## config.mk

```make
export PLATFORM = sky130hd
export DESIGN_NAME = ps2_key_arbiter
export DESIGN_NICKNAME = d
export VERILOG_FILES = /design/src/rtl/ps2_key_arbiter.sv
export SDC_FILE = /design/constraint.sdc
export NUM_CORES = 1
export LEC_CHECK = 0
export CAP_MARGIN = 20
export CORE_ASPECT_RATIO = 0.9
export CORE_MARGIN = 4
export CORE_UTILIZATION = 51
export CTS_CLUSTER_DIAMETER = 100
export CTS_CLUSTER_SIZE = 30
export DETAILED_ROUTE_END_ITERATION = 16
export PLACE_DENSITY_LB_ADDON = 0.3
export SLEW_MARGIN = 30
export SYNTH_ARGS = -nofsm -noshare
export SYNTH_HDL_FRONTEND = slang
export SYNTH_SLANG_ARGS = --single-unit
```

## constraint.sdc

```tcl
create_clock -name Master_Clock_In -period 1.85 [get_ports Master_Clock_In]
set_input_delay 0.37 -clock Master_Clock_In [delete_from_list [all_inputs] [get_ports Master_Clock_In]]
set_output_delay 0.37 -clock Master_Clock_In [all_outputs]
set_load 0.01 [all_outputs]
```

## src/rtl/ps2_key_arbiter.sv

```systemverilog
// ---------------------------------------------------------------------------
// ps2_key_arbiter
//
// Decodes a stream of PS/2 set-2 scan-code bytes into two independent
// five-key "held" vectors, one per player. Player 1 uses plain codes, player 2
// uses E0-prefixed (extended) codes. A small FSM tracks the E0 / F0 prefixes;
// a watchdog counter abandons a partial sequence that stalls for too long.
//
// Ports
//   Master_Clock_In  in   1  single clock, all state changes on rising edge
//   Reset_N_In       in   1  asynchronous active-low reset
//   Byte_In          in   8  received scan-code byte
//   Byte_Valid_In    in   1  byte strobe, each high cycle consumes one byte
//   P1_Keys_Out      out  5  player-1 held keys {Fire, Down, Right, Left, Up}
//   P2_Keys_Out      out  5  player-2 held keys, same bit mapping
//   Key_Event_Out    out  1  one-cycle pulse when a mapped make/break applies
//   Error_Out        out  1  one-cycle pulse on protocol error or timeout
// ---------------------------------------------------------------------------
module ps2_key_arbiter #(
    // Maximum idle cycles allowed inside a partial sequence (100 ms @ 25 MHz).
    parameter int unsigned TIMEOUT_CYCLES = 2500000
) (
    input  logic       Master_Clock_In,
    input  logic       Reset_N_In,
    input  logic [7:0] Byte_In,
    input  logic       Byte_Valid_In,
    output logic [4:0] P1_Keys_Out,
    output logic [4:0] P2_Keys_Out,
    output logic       Key_Event_Out,
    output logic       Error_Out
);

    // Prefix and special codes.
    localparam logic [7:0] CODE_EXT      = 8'hE0;
    localparam logic [7:0] CODE_BREAK    = 8'hF0;
    localparam logic [7:0] CODE_BAT_OK   = 8'hAA;
    localparam logic [7:0] CODE_OVERRUN0 = 8'h00;
    localparam logic [7:0] CODE_OVERRUNF = 8'hFF;

    // Key bit positions shared by both players.
    localparam int KEY_UP    = 0;
    localparam int KEY_LEFT  = 1;
    localparam int KEY_RIGHT = 2;
    localparam int KEY_DOWN  = 3;
    localparam int KEY_FIRE  = 4;

    // Last counter value before the sequence is abandoned.
    localparam logic [21:0] TIMEOUT_LAST = 22'(TIMEOUT_CYCLES - 1);

    typedef enum logic [1:0] {
        ST_IDLE    = 2'd0,
        ST_EXT     = 2'd1,  // E0 seen
        ST_BRK     = 2'd2,  // F0 seen
        ST_EXT_BRK = 2'd3   // E0 F0 seen
    } state_e;

    state_e      state_q;
    logic [21:0] timer_q;
    logic [4:0]  p1_q;
    logic [4:0]  p2_q;
    logic        key_event_q;
    logic        error_q;

    // -----------------------------------------------------------------------
    // Byte classification
    // -----------------------------------------------------------------------
    logic       is_ext;
    logic       is_break;
    logic       is_clear;
    logic [4:0] norm_mask;  // one-hot P1 key for a plain code, 0 if unmapped
    logic [4:0] ext_mask;   // one-hot P2 key for an extended code, 0 if unmapped

    assign is_ext   = (Byte_In == CODE_EXT);
    assign is_break = (Byte_In == CODE_BREAK);
    // Keyboard self-test pass and overrun codes mean our view of held keys
    // can no longer be trusted, so both vectors are dropped.
    assign is_clear = (Byte_In == CODE_BAT_OK)   ||
                      (Byte_In == CODE_OVERRUN0) ||
                      (Byte_In == CODE_OVERRUNF);

    always_comb begin
        norm_mask = '0;
        case (Byte_In)
            8'h1D:   norm_mask[KEY_UP]    = 1'b1;  // W
            8'h1C:   norm_mask[KEY_LEFT]  = 1'b1;  // A
            8'h23:   norm_mask[KEY_RIGHT] = 1'b1;  // D
            8'h1B:   norm_mask[KEY_DOWN]  = 1'b1;  // S
            8'h29:   norm_mask[KEY_FIRE]  = 1'b1;  // Space
            default: norm_mask = '0;
        endcase
    end

    always_comb begin
        ext_mask = '0;
        case (Byte_In)
            8'h75:   ext_mask[KEY_UP]    = 1'b1;  // cursor up
            8'h6B:   ext_mask[KEY_LEFT]  = 1'b1;  // cursor left
            8'h74:   ext_mask[KEY_RIGHT] = 1'b1;  // cursor right
            8'h72:   ext_mask[KEY_DOWN]  = 1'b1;  // cursor down
            8'h14:   ext_mask[KEY_FIRE]  = 1'b1;  // right ctrl
            default: ext_mask = '0;
        endcase
    end

    // -----------------------------------------------------------------------
    // Sequence FSM, watchdog and registered outputs
    // -----------------------------------------------------------------------
    // NOTE: every register here is updated with non-blocking assignments so
    // all branches read the pre-edge values of state_q, p1_q and p2_q.
    always_ff @(posedge Master_Clock_In or negedge Reset_N_In) begin
        if (!Reset_N_In) begin
            // NOTE: the asynchronous reset covers every state bit, including
            // the key vectors, so a partial sequence can never survive reset.
            state_q     <= ST_IDLE;
            timer_q     <= '0;
            p1_q        <= '0;
            p2_q        <= '0;
            key_event_q <= 1'b0;
            error_q     <= 1'b0;
        end else begin
            // NOTE: pulses default low here and are overridden below; the
            // last non-blocking assignment in the block wins.
            key_event_q <= 1'b0;
            error_q     <= 1'b0;

            if (Byte_Valid_In) begin
                // A byte always beats an expiring watchdog on the same cycle.
                timer_q <= '0;
                case (state_q)
                    ST_IDLE: begin
                        if (is_ext) begin
                            state_q <= ST_EXT;
                        end else if (is_break) begin
                            state_q <= ST_BRK;
                        end else if (is_clear) begin
                            p1_q <= '0;
                            p2_q <= '0;
                        end else begin
                            p1_q        <= p1_q | norm_mask;
                            key_event_q <= |norm_mask;
                        end
                    end

                    ST_EXT: begin
                        if (is_break) begin
                            state_q <= ST_EXT_BRK;
                        end else if (is_ext) begin
                            // Repeated E0 is tolerated; keep waiting.
                            state_q <= ST_EXT;
                        end else begin
                            p2_q        <= p2_q | ext_mask;
                            key_event_q <= |ext_mask;
                            state_q     <= ST_IDLE;
                        end
                    end

                    ST_BRK: begin
                        if (is_ext || is_break) begin
                            error_q <= 1'b1;
                        end else begin
                            p1_q        <= p1_q & ~norm_mask;
                            key_event_q <= |norm_mask;
                        end
                        state_q <= ST_IDLE;
                    end

                    ST_EXT_BRK: begin
                        if (is_ext || is_break) begin
                            error_q <= 1'b1;
                        end else begin
                            p2_q        <= p2_q & ~ext_mask;
                            key_event_q <= |ext_mask;
                        end
                        state_q <= ST_IDLE;
                    end

                    default: state_q <= ST_IDLE;
                endcase
            end else if (state_q == ST_IDLE) begin
                timer_q <= '0;
            end else if (timer_q == TIMEOUT_LAST) begin
                // Stalled prefix: drop it, keep the held keys as they are.
                state_q <= ST_IDLE;
                timer_q <= '0;
                error_q <= 1'b1;
            end else begin
                timer_q <= timer_q + 22'd1;
            end
        end
    end

    assign P1_Keys_Out   = p1_q;
    assign P2_Keys_Out   = p2_q;
    assign Key_Event_Out = key_event_q;
    assign Error_Out     = error_q;

endmodule
```

# Yosys cells after proc, flatten, opt, wreduce, memory -nomap -nowiden
# Index checks and enable logic that the tools add are counted.
# totals
reg_bits	36
inputBits	11
output_inout_bits	12
wordCells	101
# op_classes
n_addsub	1
n_eq_ne	27
mux	47
bitwise	6
n_reduce_logical	14
# op_table
op	n
22-bit 2-to-1 mux	3
5-bit 2-to-1 mux	10
8-bit by 5-bit == test with 1-bit output (second input constant)	4
8-bit by 7-bit == test with 1-bit output (second input constant)	4
8-bit == test (second input constant)	4
1-bit 2-to-1 mux	24
22-bit by 1-bit adder with 22-bit output (second input constant)	1
22-bit == test (second input constant)	1
8-bit by 6-bit == test with 1-bit output (second input constant)	2
2-bit != test (second input constant)	8
5-bit one-hot mux with 3 select lines	1
2-bit 2-to-1 mux	6
5-bit AND	2
5-bit inverter	2
5-bit bitwise OR	2
5-bit one-hot mux with 2 select lines	1
5-bit OR reduction	2
8-bit logical NOT	1
8-bit AND reduction	1
2-bit one-hot mux with 3 select lines	1
5-bit AND reduction	1
2-bit == test (second input constant)	2
1-bit one-hot mux with 4 select lines	1
2-bit nonzero test	2
other kinds (7)	9

# Depth between registers and ports, before layout
# depth
depth_word	8
depth_mapped	7
ltp_nobuf	5

# Least setup slack after synthesis
# Ideal clock, no wire load.
# synth_timing
path_kind	register -> register
startpoint	register timer_q[14]
endpoint	register timer_q[16]
setup_ns	0.126
t_arrival_ns	1.880
t_required_ns	1.724
path_slack_ns	-0.156
path_stages_with_launch	6
path_buffers	1
synth_period_minus_slack_ns	2.006
path_cell_list	dfrtp_1 -> or4_1 -> or4_4 -> o221ai_4 -> buf_6 -> a21oi_1
# synth_between
elab_chain_cells	4
elab_cells_between_ends	5
cone_classes	add/sub: 1; eq/ne: 1; mux: 3
# synth_rtl
item	line	source
start: declaration	58	logic [21:0] timer_q;
start signal: assignment	187	timer_q <= timer_q + 22'd1;
22-bit by 1-bit adder with 22-bit output / 22-bit == test (equally long branches)	187, 181	
22-bit 2-to-1 mux *	181	end else if (timer_q == TIMEOUT_LAST) begin
22-bit 2-to-1 mux *	179	end else if (state_q == ST_IDLE) begin
22-bit 2-to-1 mux *	126	if (Byte_Valid_In) begin
# Mark *: on every way between the ends. The rest lies on a longest branch, timed or not.
# A chain may end at the register's enable or synchronous reset.

# Final worst setup path
# layout_timing
startpoint	register timer_q[19]
endpoint	register timer_q[12]
# layout_between
elab_chain_cells	4
# layout_rtl
item	line
22-bit == test	181
22-bit 2-to-1 mux	181
22-bit 2-to-1 mux	179
22-bit 2-to-1 mux	126
# No other way between the ends.

==> impl_metrics.tcl <==
set metrics [dict create \
    cts.sinks 36 \
    final.setup.tns_ns -4.01 \
    total_power_mw 1.68 \
    startpoint_type "flop" \
    synth_seq_cells 36 \
    reg2reg_slack_ns -0.19 \
    clock_latency_ns 0.29 \
    drive_gt1_share_pct 28.1 \
    cts-root-buf "clkbuf_8" \
    vias_per_cell 5.89 \
    async_flop_share_pct 100 \
    crit_chain "or4b_4, or4_4, o221ai_4, buf_12, nor2_1" \
    max-vdd-ir-drop_uv 346 \
    worst-path-max-fanout 22 \
    clock_skew_ns 0.00906 \
    cp_num_buf_inv 1 \
    dr_total_vias 2127 \
    grt_max_degree 23 \
    drcViolationCount 0 \
    num_rows 22 \
    wire_per_inst_um 16.1 \
    antenna_found_initial 0 \
    path_delay_family "simple AND/OR/NAND/NOR gates" \
    portBuffers 22 \
    fin_crit_sh_pct 110 \
    gp_congestion 0.896 \
    syn_area_per_cell_um2 9.17 \
    core_area_um2 4100 \
    grt-ovfl-total 0 \
    required_ns 2.03 \
    worst-setup-path-type "flop to flop" \
    drtAntennaViolNets 0 \
    dp_hpwl_mm 4.17 \
    fmax_mhz 491 \
    n_antenna_cell 0 \
    htree_levels 2 \
    layout.nets 324 \
    slowest_delay_ns 0.55 \
    pre_cts_slack_ns -0.482 \
    pin_count 23 \
    start_util_pct 53.0 \
    finalMaxSlewViolations 0 \
    cts-hold-fix-buffers 0 \
    ys_warn_count 0 \
    die-area_um2 5370 \
    fin_crit_ns 2.04 \
    cts_tree "built" \
    cp-end-kind "flop" \
    ys.flop_type "dfrtp_1" \
    placed_cells 351 \
    synthCells 237 \
    yosysSeqAreaShare_pct 41.5 \
    drt_wl_total_mm 5.80 \
    grt_usage_pct 23.3 \
    crit_slowest_cell "or4_4" \
    status "finished, violations left" \
    rsz0062_at_grt "yes" \
    hold_path.class "input port to asynchronous set/reset pin" \
    cts_made_buffers 5 \
    setup_viol_count_final 25 \
    syn_area_um2 2170 \
    area_growth_syn_to_layout_pct 40.8 \
    maxCapViolCount 0 \
    synth_cell_types 46 \
    finalHoldViolations 0 \
    die_width_um 76.8 \
    synth_edf_count 0 \
    path_clk_slew_ns 0.08 \
    drtPass1Iterations 5 \
    worstMarginPinSlew_ns 0.519 \
    clk_path_buf_depth 2 \
    powerDensity_nw_per_um2 549 \
    cp.arrival_ns 2.21 \
    final_cell_count_no_fill 361 \
    drtIter0Drc 170 \
    p_leak_nw 1.32 \
    final.setup.worst_slack_ns -0.186 \
    die_h_um 69.9 \
    grt_pass1_wl_mm 10.2 \
    violations "setup timing" \
    relSlewSlack_pct 65.4 \
    synth_nets 249 \
    grt_pass1_vias 2146 \
]
-- synth_stat cells (2+ instances only) --
master	number	area share (%)
o31ai_1	2	0.69
a21oi_1	13	3.0
xnor2_1	5	2.0
or3_1	6	1.7
nor2_1	23	4.0
clkbuf_1	8	1.4
or4b_1	2	0.92
o21ai_0	14	3.2
and4b_1	4	1.8
xor2_1	8	3.2
nor2b_1	2	0.58
or4_1	3	1.0
and3_1	8	2.3
buf_6	2	1.0
nor4_1	4	1.2
nand3_1	8	1.8
nand2_1	21	3.6
inv_1	5	0.86
and4_1	3	1.2
a211oi_1	4	1.4
buf_2	2	0.46
a311oi_1	4	1.6
nand4_1	9	2.6
a31oi_1	2	0.58
nor4b_1	3	1.2
mux2i_1	6	2.8
nand4b_1	2	0.81
nor3_1	5	1.2
dfrtp_1	36	41
and2_1	7	2.0
-- kinds of logic after synthesis --
| family | count (synthesis) | share of synthesized area (%) |
|---|---|---|
| adder cells (fa/ha/maj) | 1 | 0.576 |
| AO/OA/AOI/OAI | 47 | 14.7 |
| multiplexers | 6 | 2.76 |
| buffers and inverters | 18 | 3.91 |
| XOR/XNOR | 13 | 5.24 |
| flip-flops | 36 | 41.5 |
| AND/OR/NAND/NOR | 116 | 31.4 |
-- flip-flops by register name (all words and copies together) (netlist names) --
| register | flops |
|---|---|
| timer_q | 22 |
| P1_Keys_Out | 5 |
| P2_Keys_Out | 5 |
| state_q | 2 |
| Error_Out | 1 |
| Key_Event_Out | 1 |
-- worst paths after layout --
check / end / start / depth (start not counted)
setup / recovery: timer_q[12] / timer_q[19] / 5
hold / removal: timer_q[16] / Reset_N_In / 1
setup reg to reg: timer_q[12] / timer_q[19] / 5
hold reg to reg: timer_q[0] / timer_q[0] / 1
max in group asynchronous: timer_q[3] / Reset_N_In / 2
min in group Master_Clock_In: timer_q[0] / timer_q[0] / 1
-- layout by cell type, fill, tap and decap left out, types with 5 or more instances in the layout --
cell type and instances:
a21oi_1 13, and2_1 7, and3_1 7, buf_4 54, clkbuf_8 5, clkdlybuf4s50_1 13
dfrtp_1 36, dlygate4sd2_1 6, inv_1 5, mux2i_1 6, nand2_1 21, nand3_1 7
nand4_1 9, nor2_1 21, o21ai_0 12, or3_1 6, xnor2_1 5, xor2_1 8
-- metal layers --
metal / part of all wire, % / wire length, µm / GRT usage (%)
met5: 0 / 0 / 0
met4: 1.5 / 85 / 6.44
met3: 3.8 / 220 / 4.90
met2: 47 / 2730 / 36.3
met1: 48 / 2770 / 32.9
-- timing repair --
item / 4_1_cts / 5_1_grt
setup buffers: 1 / 1
endpoints found under the setup margin: 36 / 36
pin swaps: 8 / 4
cloned: 0 / 0
resized for setup: 22 / 8
-- cell type report --
cell class	instances	area [µm²]
sequential	36	901
inverter	5	18.8
tap	48	60.1
clock buffer	6	72.6
fill	288	1040
timing repair buffer	81	692
multi-input combinational	183	1280
clock inverter	2	35.0
-- power breakdown --
group / switching [mW] / total, mW / internal (mW)
sequential: 0.00803 / 0.805 / 0.797
clock: 0.289 / 0.689 / 0.400
combinational: 0.0926 / 0.185 / 0.0926
-- metrics by stage --
step	utilization [%]	instance area (µm²)	hold slack [ns]
2_1_floorplan	-	2180	0.0744
3_3_place_gp	69.3	2840	0.328
3_5_place_dp	69.3	2840	0.338
4_1_cts	73.8	3030	0.0238
5_1_grt	74.6	3060	0.0337
6_report	74.6	3060	0.00752
Power figures use the tool's default switching activity.
